--- config.mk ---
export PLATFORM = sky130hd
export DESIGN_NAME = regfile_mp_flat
export DESIGN_NICKNAME = d
export VERILOG_FILES = /design/src/rtl/regfile_mp_if.sv /design/src/rtl/regfile_mp.sv /design/src/flat_wrapper.sv
export SDC_FILE = /design/constraint.sdc
export NUM_CORES = 2
export LEC_CHECK = 0
export CORE_MARGIN = 5
export CORE_UTILIZATION = 63
export CTS_CLUSTER_SIZE = 40
export DETAILED_ROUTE_END_ITERATION = 16
export HOLD_SLACK_MARGIN = 0.15
export PLACE_DENSITY = 0.81
export SLEW_MARGIN = 20
export SYNTH_ARGS = -nofsm -noshare
export SYNTH_HDL_FRONTEND = slang
export SYNTH_SLANG_ARGS = --single-unit
--- constraint.sdc ---
create_clock -name clk -period 63.5 [get_ports clk]
set_input_delay 12.7 -clock clk [delete_from_list [all_inputs] [get_ports clk]]
set_output_delay 12.7 -clock clk [all_outputs]
set_load 0.02 [all_outputs]
--- src/rtl/regfile_mp_if.sv ---
// regfile_mp_if: read/write/scoreboard bundle between decode, writeback and the register file
interface regfile_mp_if #(
    parameter int DATA_W = 32,
    parameter int ADDR_W = 5,
    parameter int NUM_RD = 2
);
    logic [NUM_RD*ADDR_W-1:0] rs_addr;
    logic [NUM_RD*DATA_W-1:0] rs_data;
    logic [NUM_RD-1:0]        rs_busy;
    logic [ADDR_W-1:0]        rd_addr;
    logic                     rd_wren;
    logic [DATA_W-1:0]        rd_data;
    logic                     sb_set;
    logic [ADDR_W-1:0]        sb_addr;
    logic                     any_busy;
    logic [ADDR_W:0]          busy_cnt;
    modport master (
        output rs_addr, rd_addr, rd_wren, rd_data, sb_set, sb_addr,
        input  rs_data, rs_busy, any_busy, busy_cnt
    );
    modport slave (
        input  rs_addr, rd_addr, rd_wren, rd_data, sb_set, sb_addr,
        output rs_data, rs_busy, any_busy, busy_cnt
    );
endinterface

--- src/rtl/regfile_mp.sv ---
// regfile_mp: multi-read-port register file with optional write bypass and pending scoreboard
module regfile_mp #(
    parameter int DATA_W = 32,
    parameter int ADDR_W = 5,
    parameter int NUM_RD = 2,
    parameter int BYPASS = 1
) (
    input logic         clk,
    input logic         rst,
    regfile_mp_if.slave bus
);
    localparam int DEPTH = 2 ** ADDR_W;
    logic [DATA_W-1:0]        mem [DEPTH];
    logic [DEPTH-1:0]         pending;
    logic [DEPTH-1:0]         pending_nxt;
    logic [ADDR_W:0]          busy_q;
    logic                     inc;
    logic                     dec;
    logic [ADDR_W-1:0]        ra [NUM_RD];
    logic [NUM_RD-1:0]        fwd;
    logic [NUM_RD*DATA_W-1:0] rs_data_c;
    logic [NUM_RD-1:0]        rs_busy_c;
    always_comb begin
        pending_nxt = pending;
        if (bus.rd_wren) pending_nxt[bus.rd_addr] = 1'b0;
        // set is applied last so a newer issue wins over a same-cycle writeback
        if (bus.sb_set) pending_nxt[bus.sb_addr] = 1'b1;
        pending_nxt[0] = 1'b0;
        inc = bus.sb_set && (bus.sb_addr != '0) && !pending[bus.sb_addr];
        dec = bus.rd_wren && pending[bus.rd_addr] && !(bus.sb_set && bus.sb_addr == bus.rd_addr);
    end
    always_comb begin
        rs_data_c = '0;
        rs_busy_c = '0;
        fwd       = '0;
        for (int i = 0; i < NUM_RD; i++) begin
            ra[i]  = bus.rs_addr[i*ADDR_W +: ADDR_W];
            fwd[i] = (BYPASS != 0) && bus.rd_wren && (bus.rd_addr == ra[i]) && (ra[i] != '0);
            rs_data_c[i*DATA_W +: DATA_W] = (rst || ra[i] == '0) ? '0 : fwd[i] ? bus.rd_data : mem[ra[i]];
            rs_busy_c[i] = !rst && pending[ra[i]] && !fwd[i];
        end
    end
    always_ff @(posedge clk or posedge rst) begin
        if (rst) begin
            for (int r = 0; r < DEPTH; r++) mem[r] <= '0;
            pending <= '0;
            busy_q  <= '0;
        end else begin
            if (bus.rd_wren && bus.rd_addr != '0) mem[bus.rd_addr] <= bus.rd_data;
            pending <= pending_nxt;
            busy_q  <= busy_q + (ADDR_W+1)'(inc) - (ADDR_W+1)'(dec);
        end
    end
    assign bus.rs_data  = rs_data_c;
    assign bus.rs_busy  = rs_busy_c;
    assign bus.busy_cnt = busy_q;
    assign bus.any_busy = (busy_q != '0);
endmodule

--- src/flat_wrapper.sv ---
// flat-port wrapper written by rule: the top's interface ports become plain ports
module regfile_mp_flat 
#(
    parameter int DATA_W = 32,
    parameter int ADDR_W = 5,
    parameter int NUM_RD = 2,
    parameter int BYPASS = 1
)
  (clk, rst, bus_rs_addr, bus_rd_addr, bus_rd_wren, bus_rd_data, bus_sb_set, bus_sb_addr, bus_rs_data, bus_rs_busy, bus_any_busy, bus_busy_cnt);
  regfile_mp_if #(.DATA_W(DATA_W), .ADDR_W(ADDR_W), .NUM_RD(NUM_RD)) bus_i ();
  input logic clk;
  input logic rst;
  input wire logic [$bits(bus_i.rs_addr)-1:0] bus_rs_addr;
  input wire logic [$bits(bus_i.rd_addr)-1:0] bus_rd_addr;
  input wire logic [$bits(bus_i.rd_wren)-1:0] bus_rd_wren;
  input wire logic [$bits(bus_i.rd_data)-1:0] bus_rd_data;
  input wire logic [$bits(bus_i.sb_set)-1:0] bus_sb_set;
  input wire logic [$bits(bus_i.sb_addr)-1:0] bus_sb_addr;
  output wire logic [$bits(bus_i.rs_data)-1:0] bus_rs_data;
  output wire logic [$bits(bus_i.rs_busy)-1:0] bus_rs_busy;
  output wire logic [$bits(bus_i.any_busy)-1:0] bus_any_busy;
  output wire logic [$bits(bus_i.busy_cnt)-1:0] bus_busy_cnt;
  assign bus_i.rs_addr = bus_rs_addr;
  assign bus_i.rd_addr = bus_rd_addr;
  assign bus_i.rd_wren = bus_rd_wren;
  assign bus_i.rd_data = bus_rd_data;
  assign bus_i.sb_set = bus_sb_set;
  assign bus_i.sb_addr = bus_sb_addr;
  assign bus_rs_data = bus_i.rs_data;
  assign bus_rs_busy = bus_i.rs_busy;
  assign bus_any_busy = bus_i.any_busy;
  assign bus_busy_cnt = bus_i.busy_cnt;
  regfile_mp #(.DATA_W(DATA_W), .ADDR_W(ADDR_W), .NUM_RD(NUM_RD), .BYPASS(BYPASS)) u_core (.clk(clk), .rst(rst), .bus(bus_i));
endmodule
---- Word level (Yosys, flattened, before mapping) ----
Cells that the tools add are included.
word-level totals
  register bits ........................... 1061
  input bits .............................. 56
  output and inout bits ................... 73
  word-level logic and storage cells ...... 113
operators by class
  add/subtract/negate cells ............... 2
  magnitude comparators ................... 10
  equal/unequal tests ..................... 3
  muxes and demuxes ....................... 27
  bitwise gates (word level) .............. 6
  reduce and logical (&&, ||, !) cells .... 31
operators with widths
  cell                                                                           number
  1024-bit bitwise mux                                                           1
  32-bit two-way mux                                                             11
  32-bit binary-select mux with 5-bit select                                     2
  32-bit demux with 5-bit select                                                 1
  32-bit bitwise AND                                                             1
  32-bit inverter                                                                1
  32-bit bitwise OR                                                              1
  5-bit by 6-bit less-than comparator with 1-bit output (second input constant)  4
  1-bit binary-select mux with 5-bit select                                      4
  5-bit nonzero test                                                             4
  6-bit >= comparator (second input constant)                                    3
  5-bit inverter with 6-bit output                                               3
  1-bit logical AND                                                              17
  5-bit == test                                                                  3
  1-bit demux with 5-bit select                                                  2
  5-bit by 1-bit >= comparator with 1-bit output (second input constant)         2
  5-bit zero test                                                                2
  6-bit by 1-bit adder with 6-bit output                                         1
  6-bit by 1-bit less-than comparator with 1-bit output (second input constant)  1
  1-bit two-way mux                                                              6
  6-bit nonzero test                                                             1
  6-bit by 1-bit subtractor with 6-bit output                                    1
  1-bit zero test                                                                5
  1-bit logical OR                                                               2

---- Longest topological paths before layout ----
  word-level depth ........................ 9
  depth in mapped cells ................... 15
  mapped depth without buffers ............ 13

---- Worst setup path after synthesis ----
No wires, ideal clock.
  path kind ............................... input-to-output
  from .................................... in rst
  to ...................................... out bus_rs_data[16]
  data arrival time ....................... 39.468 ns
  slack ................................... 11.332 ns
  cell stages on the path ................. 3
  path buffers ............................ 0
  cells stage by stage .................... inv_1 -> o41ai_2 -> o31ai_1
on the way
  cells in the longest elaborated chain, start to end .. 2
RTL lines
  what                line                RTL
  start: declaration  flat_wrapper.sv:12  input logic rst;
  1-bit logical OR    regfile_mp.sv:39    rs_data_c[i*DATA_W +: DATA_W] = (rst || ra[i] == '0) ? '0 : fwd[i] ? bus.rd_data : mem[ra[i]];
  32-bit two-way mux  regfile_mp.sv:39
  end: declaration    flat_wrapper.sv:19  output wire logic [$bits(bus_i.rs_data)-1:0] bus_rs_data;
Every way passes these cells.

---- Final worst setup path ----
  from .................................... in bus_rs_addr[0]
  to ...................................... out bus_rs_data[16]
on the way
  cells in the longest elaborated chain, start to end .. 6
RTL lines
  what                                                    line                RTL
  start: declaration                                      flat_wrapper.sv:13  input wire logic [$bits(bus_i.rs_addr)-1:0] bus_rs_addr;
  5-bit inverter with 6-bit output (implied by the code)  regfile_mp.sv:39
  32-bit binary-select mux with 5-bit select              regfile_mp.sv:39
  32-bit two-way mux (implied by the code) (2 in series)  regfile_mp.sv:39
  32-bit two-way mux                                      regfile_mp.sv:39
  32-bit two-way mux (*)                                  regfile_mp.sv:39
Mark *: on every way between the ends. The rest lies on a longest branch, timed or not. The select of a mux whose other input is x is not followed.

==> flow_metrics.tcl <==
set metrics [dict create \
    status "finished clean" \
    path_max_fanout 114 \
    antenna_found_initial 12 \
    drive_above_1_share 0.462 \
    p_leak_nw 27.3 \
    clk-insertion-delay-late_ns 0.70 \
    yosys.area.top_type "dfrtp_1" \
    synth_flop_cell "dfrtp_1" \
    cp_cell_sequence "buf_8, buf_4, buf_4, buf_12, o41ai_2, a311oi_4, buf_4, a22oi_1, o31ai_1, clkdlybuf4s50_1" \
    synth-xor-area-share 0.00259 \
    htree_levels 3 \
    setup_violations 0 \
    fin_cells 5148 \
    hold_viol_final 0 \
    via_per_inst 7.57 \
    yosysMostFrequentCell "dfrtp_1" \
    slew_headroom 0.247 \
    cp_slowest_cell "buf_4" \
    grt-ovfl-total 0 \
    ff2ff_setup_slack_ns 59.98 \
    synth_nets 4040 \
    netlist_area_sq_um 57500 \
    cts_hold_buf 0 \
    ys_warn_count 0 \
    syn_inst 3975 \
    synth-seq-area-share 0.461 \
    powerDensity_nw_per_um2 32.4 \
    synth_mux_area_frac 0.417 \
    synthTopCellsByCount "1061 x dfrtp_1, 966 x mux2_2, 478 x mux4_2, 216 x clkbuf_1, 207 x mux2i_1" \
    worst_slew_pin_slew_ns 1.13 \
    cts_resized 0 \
    drtAntennaViolNets 0 \
    root_buffer "clkbuf_16" \
    finalMaxSlewViolations 0 \
    die_y_um 312 \
    max_freq_mhz 32.5 \
    hp-start "u_core.mem[1015]$_DFFE_PP0P_" \
    grt_start_max_net_pins 173 \
    grt_pass1_wl_um 263000 \
    grt_pass1_vias 39800 \
    worst_clock_skew_ns 0.0260 \
    peakVddDrop_mv 0.0215 \
    critPathMostFrequentCell "buf_4" \
    clk_pin_slew_ns 0.06 \
    wl_per_cell_um 34.1 \
    synth_top_family_by_area "multiplexers" \
    cp.required_ns 50.80 \
    first_pass_iters 9 \
    route.detailed.drc 0 \
    chipWidth_um 312 \
    fin_crit_sh 0.485 \
    place_ws_ns 32.59 \
    place_inst 4932 \
    rows 110 \
    avgSynthCellArea_sq_um 14.5 \
    crit_arrival_ns 18.07 \
    worstHoldPathCells 0 \
    tns_ns 0 \
    fin_ws_ns 32.73 \
    cts_setup_buffers 0 \
    io_pins 129 \
    io_buffers 128 \
    start_kind "input port" \
    cts_sinks 1061 \
    synth_edf_count 0 \
    critPathCaptureType "output port" \
    ys_ff_latch 1061 \
    vias 39000 \
    worstSetupPathType "input port to output port" \
    fin_nets 3935 \
    core-area_sq_um 90300 \
    reg2reg_from "u_core.pending[9]$_DFF_PP0_" \
    reg2regPathDepth 13 \
    floorplan.initialDensity 0.637 \
    dp_hpwl_um 98900 \
    synth_compound_area_frac 0.0562 \
    routed_wl_um 176000 \
    async_flop_share 1.00 \
    hold_class "flop to flop" \
    yosys.area_share.simple 0.0224 \
    fin_crit_ns 30.77 \
    synth_top_area_share 0.461 \
    cp-startpoint "bus_rs_addr[0]" \
    drtIter0Drc 5024 \
    area_growth_pct 10.1 \
    slowest_delay_ns 0.86 \
    synth_cell_types 62 \
    rsz0062_at_grt "no" \
    synthAdderAreaFrac 0.00209 \
    synth_area_leaders "dfrtp_1 46%, mux2_2 19%, mux4_2 19%" \
    cts_inserted_buffers 111 \
    cts_tree "yes" \
    gp_congestion 0.945 \
    utilization 0.702 \
    clock_path_buffers 3 \
    cap_violations 0 \
    grt_usage 0.359 \
    die_area_sq_um 97500 \
]
==> state kept, by name, summed over array words and instances (netlist names) <==
name / flops
u_core.bus.busy_cnt: 6
u_core.mem: 1024
u_core.pending: 31
==> cell type report <==
cell class,instances,area [sq um]
Multi-Input combinational cell,2448,29000
Tap cell,1176,1470
Clock inverter,56,857
Sequential cell,1061,26600
Clock buffer,151,3170
Fill cell,5842,26900
Inverter,13,56.3
Antenna cell,8,20.0
Timing Repair Buffer,235,2200
==> cells in the final DEF (no fill, tap or decap), types with 8 or more instances in the layout <==
cell type | Yosys | final
diode_2 | 0 | 8
a221oi_1 | 31 | 31
mux2i_1 | 207 | 207
nor2_4 | 0 | 16
clkdlybuf4s50_1 | 0 | 119
nand3_1 | 16 | 16
clkbuf_8 | 0 | 24
mux2_1 | 26 | 26
clkinv_2 | 0 | 24
bufinv_16 | 0 | 18
dfrtp_1 | 1061 | 1061
mux2_2 | 966 | 966
o21ai_1 | 10 | 10
ha_1 | 8 | 8
a22o_1 | 16 | 16
nand2_1 | 119 | 107
inv_1 | 13 | 12
o221a_2 | 27 | 27
nand3b_1 | 8 | 8
o22ai_1 | 88 | 88
clkbuf_1 | 216 | 16
xor2_1 | 10 | 10
nor2_1 | 57 | 45
buf_4 | 43 | 100
a21oi_1 | 34 | 33
clkbuf_16 | 0 | 111
nand2_2 | 4 | 15
o21ai_0 | 122 | 122
o211ai_1 | 62 | 62
a22oi_1 | 66 | 66
mux4_2 | 478 | 478
==> path summary, 6_finish.rpt <==
kind / to
hold / removal: u_core.mem[1015]$_DFFE_PP0P_
setup / recovery: bus_rs_data[16]
max in group asynchronous: u_core.mem[359]$_DFFE_PP0P_
min in group asynchronous: u_core.mem[528]$_DFFE_PP0P_
hold reg to reg: u_core.mem[1015]$_DFFE_PP0P_
setup reg to reg: u_core.bus.busy_cnt[4]$_DFF_PP0_
==> routing by layer <==
layer	global-route usage	vias to the layer above	routed length [um]	part of all wire
li1	-	15100	-	-
met1	0.494	20600	65900	0.38
met2	0.522	2552	77300	0.44
met3	0.124	618	22300	0.13
met4	0.169	10	10100	0.057
met5	0	-	64	0.00036
==> where the power goes <==
part	leakage, nW	switching (W)	internal (W)
logic	11.7	0.000180	0.000252
clock network	1.98	0.000288	0.000424
registers	13.6	0.000104	0.000807
==> worst max-delay path: cells and delay by family <==
kind / cells / cell delay, ns
AOI/OAI and AO/OA: 4 / 1.05
buffers and inverters: 6 / 4.06
==> metrics by stage <==
step	hold slack [ns]	cell area, sq um	total power (W)
after floorplan	0.441	57500	0.00122
after global placement	0.379	59300	0.00132
after detailed placement	0.384	59300	0.00134
after CTS	0.400	63300	0.00205
after global routing	0.413	63300	0.00213
final	0.401	63300	0.00206
==> cells by family after synthesis <==
kind of cell / count (synthesis)
AOI/OAI and AO/OA: 474
DFF: 1061
buffers and inverters: 466
adders and majority gates: 9
and+or+nand+nor: 271
xor gates and xnor gates: 17
muxes: 1677
Note: power is estimated with default switching activity, not from simulation.
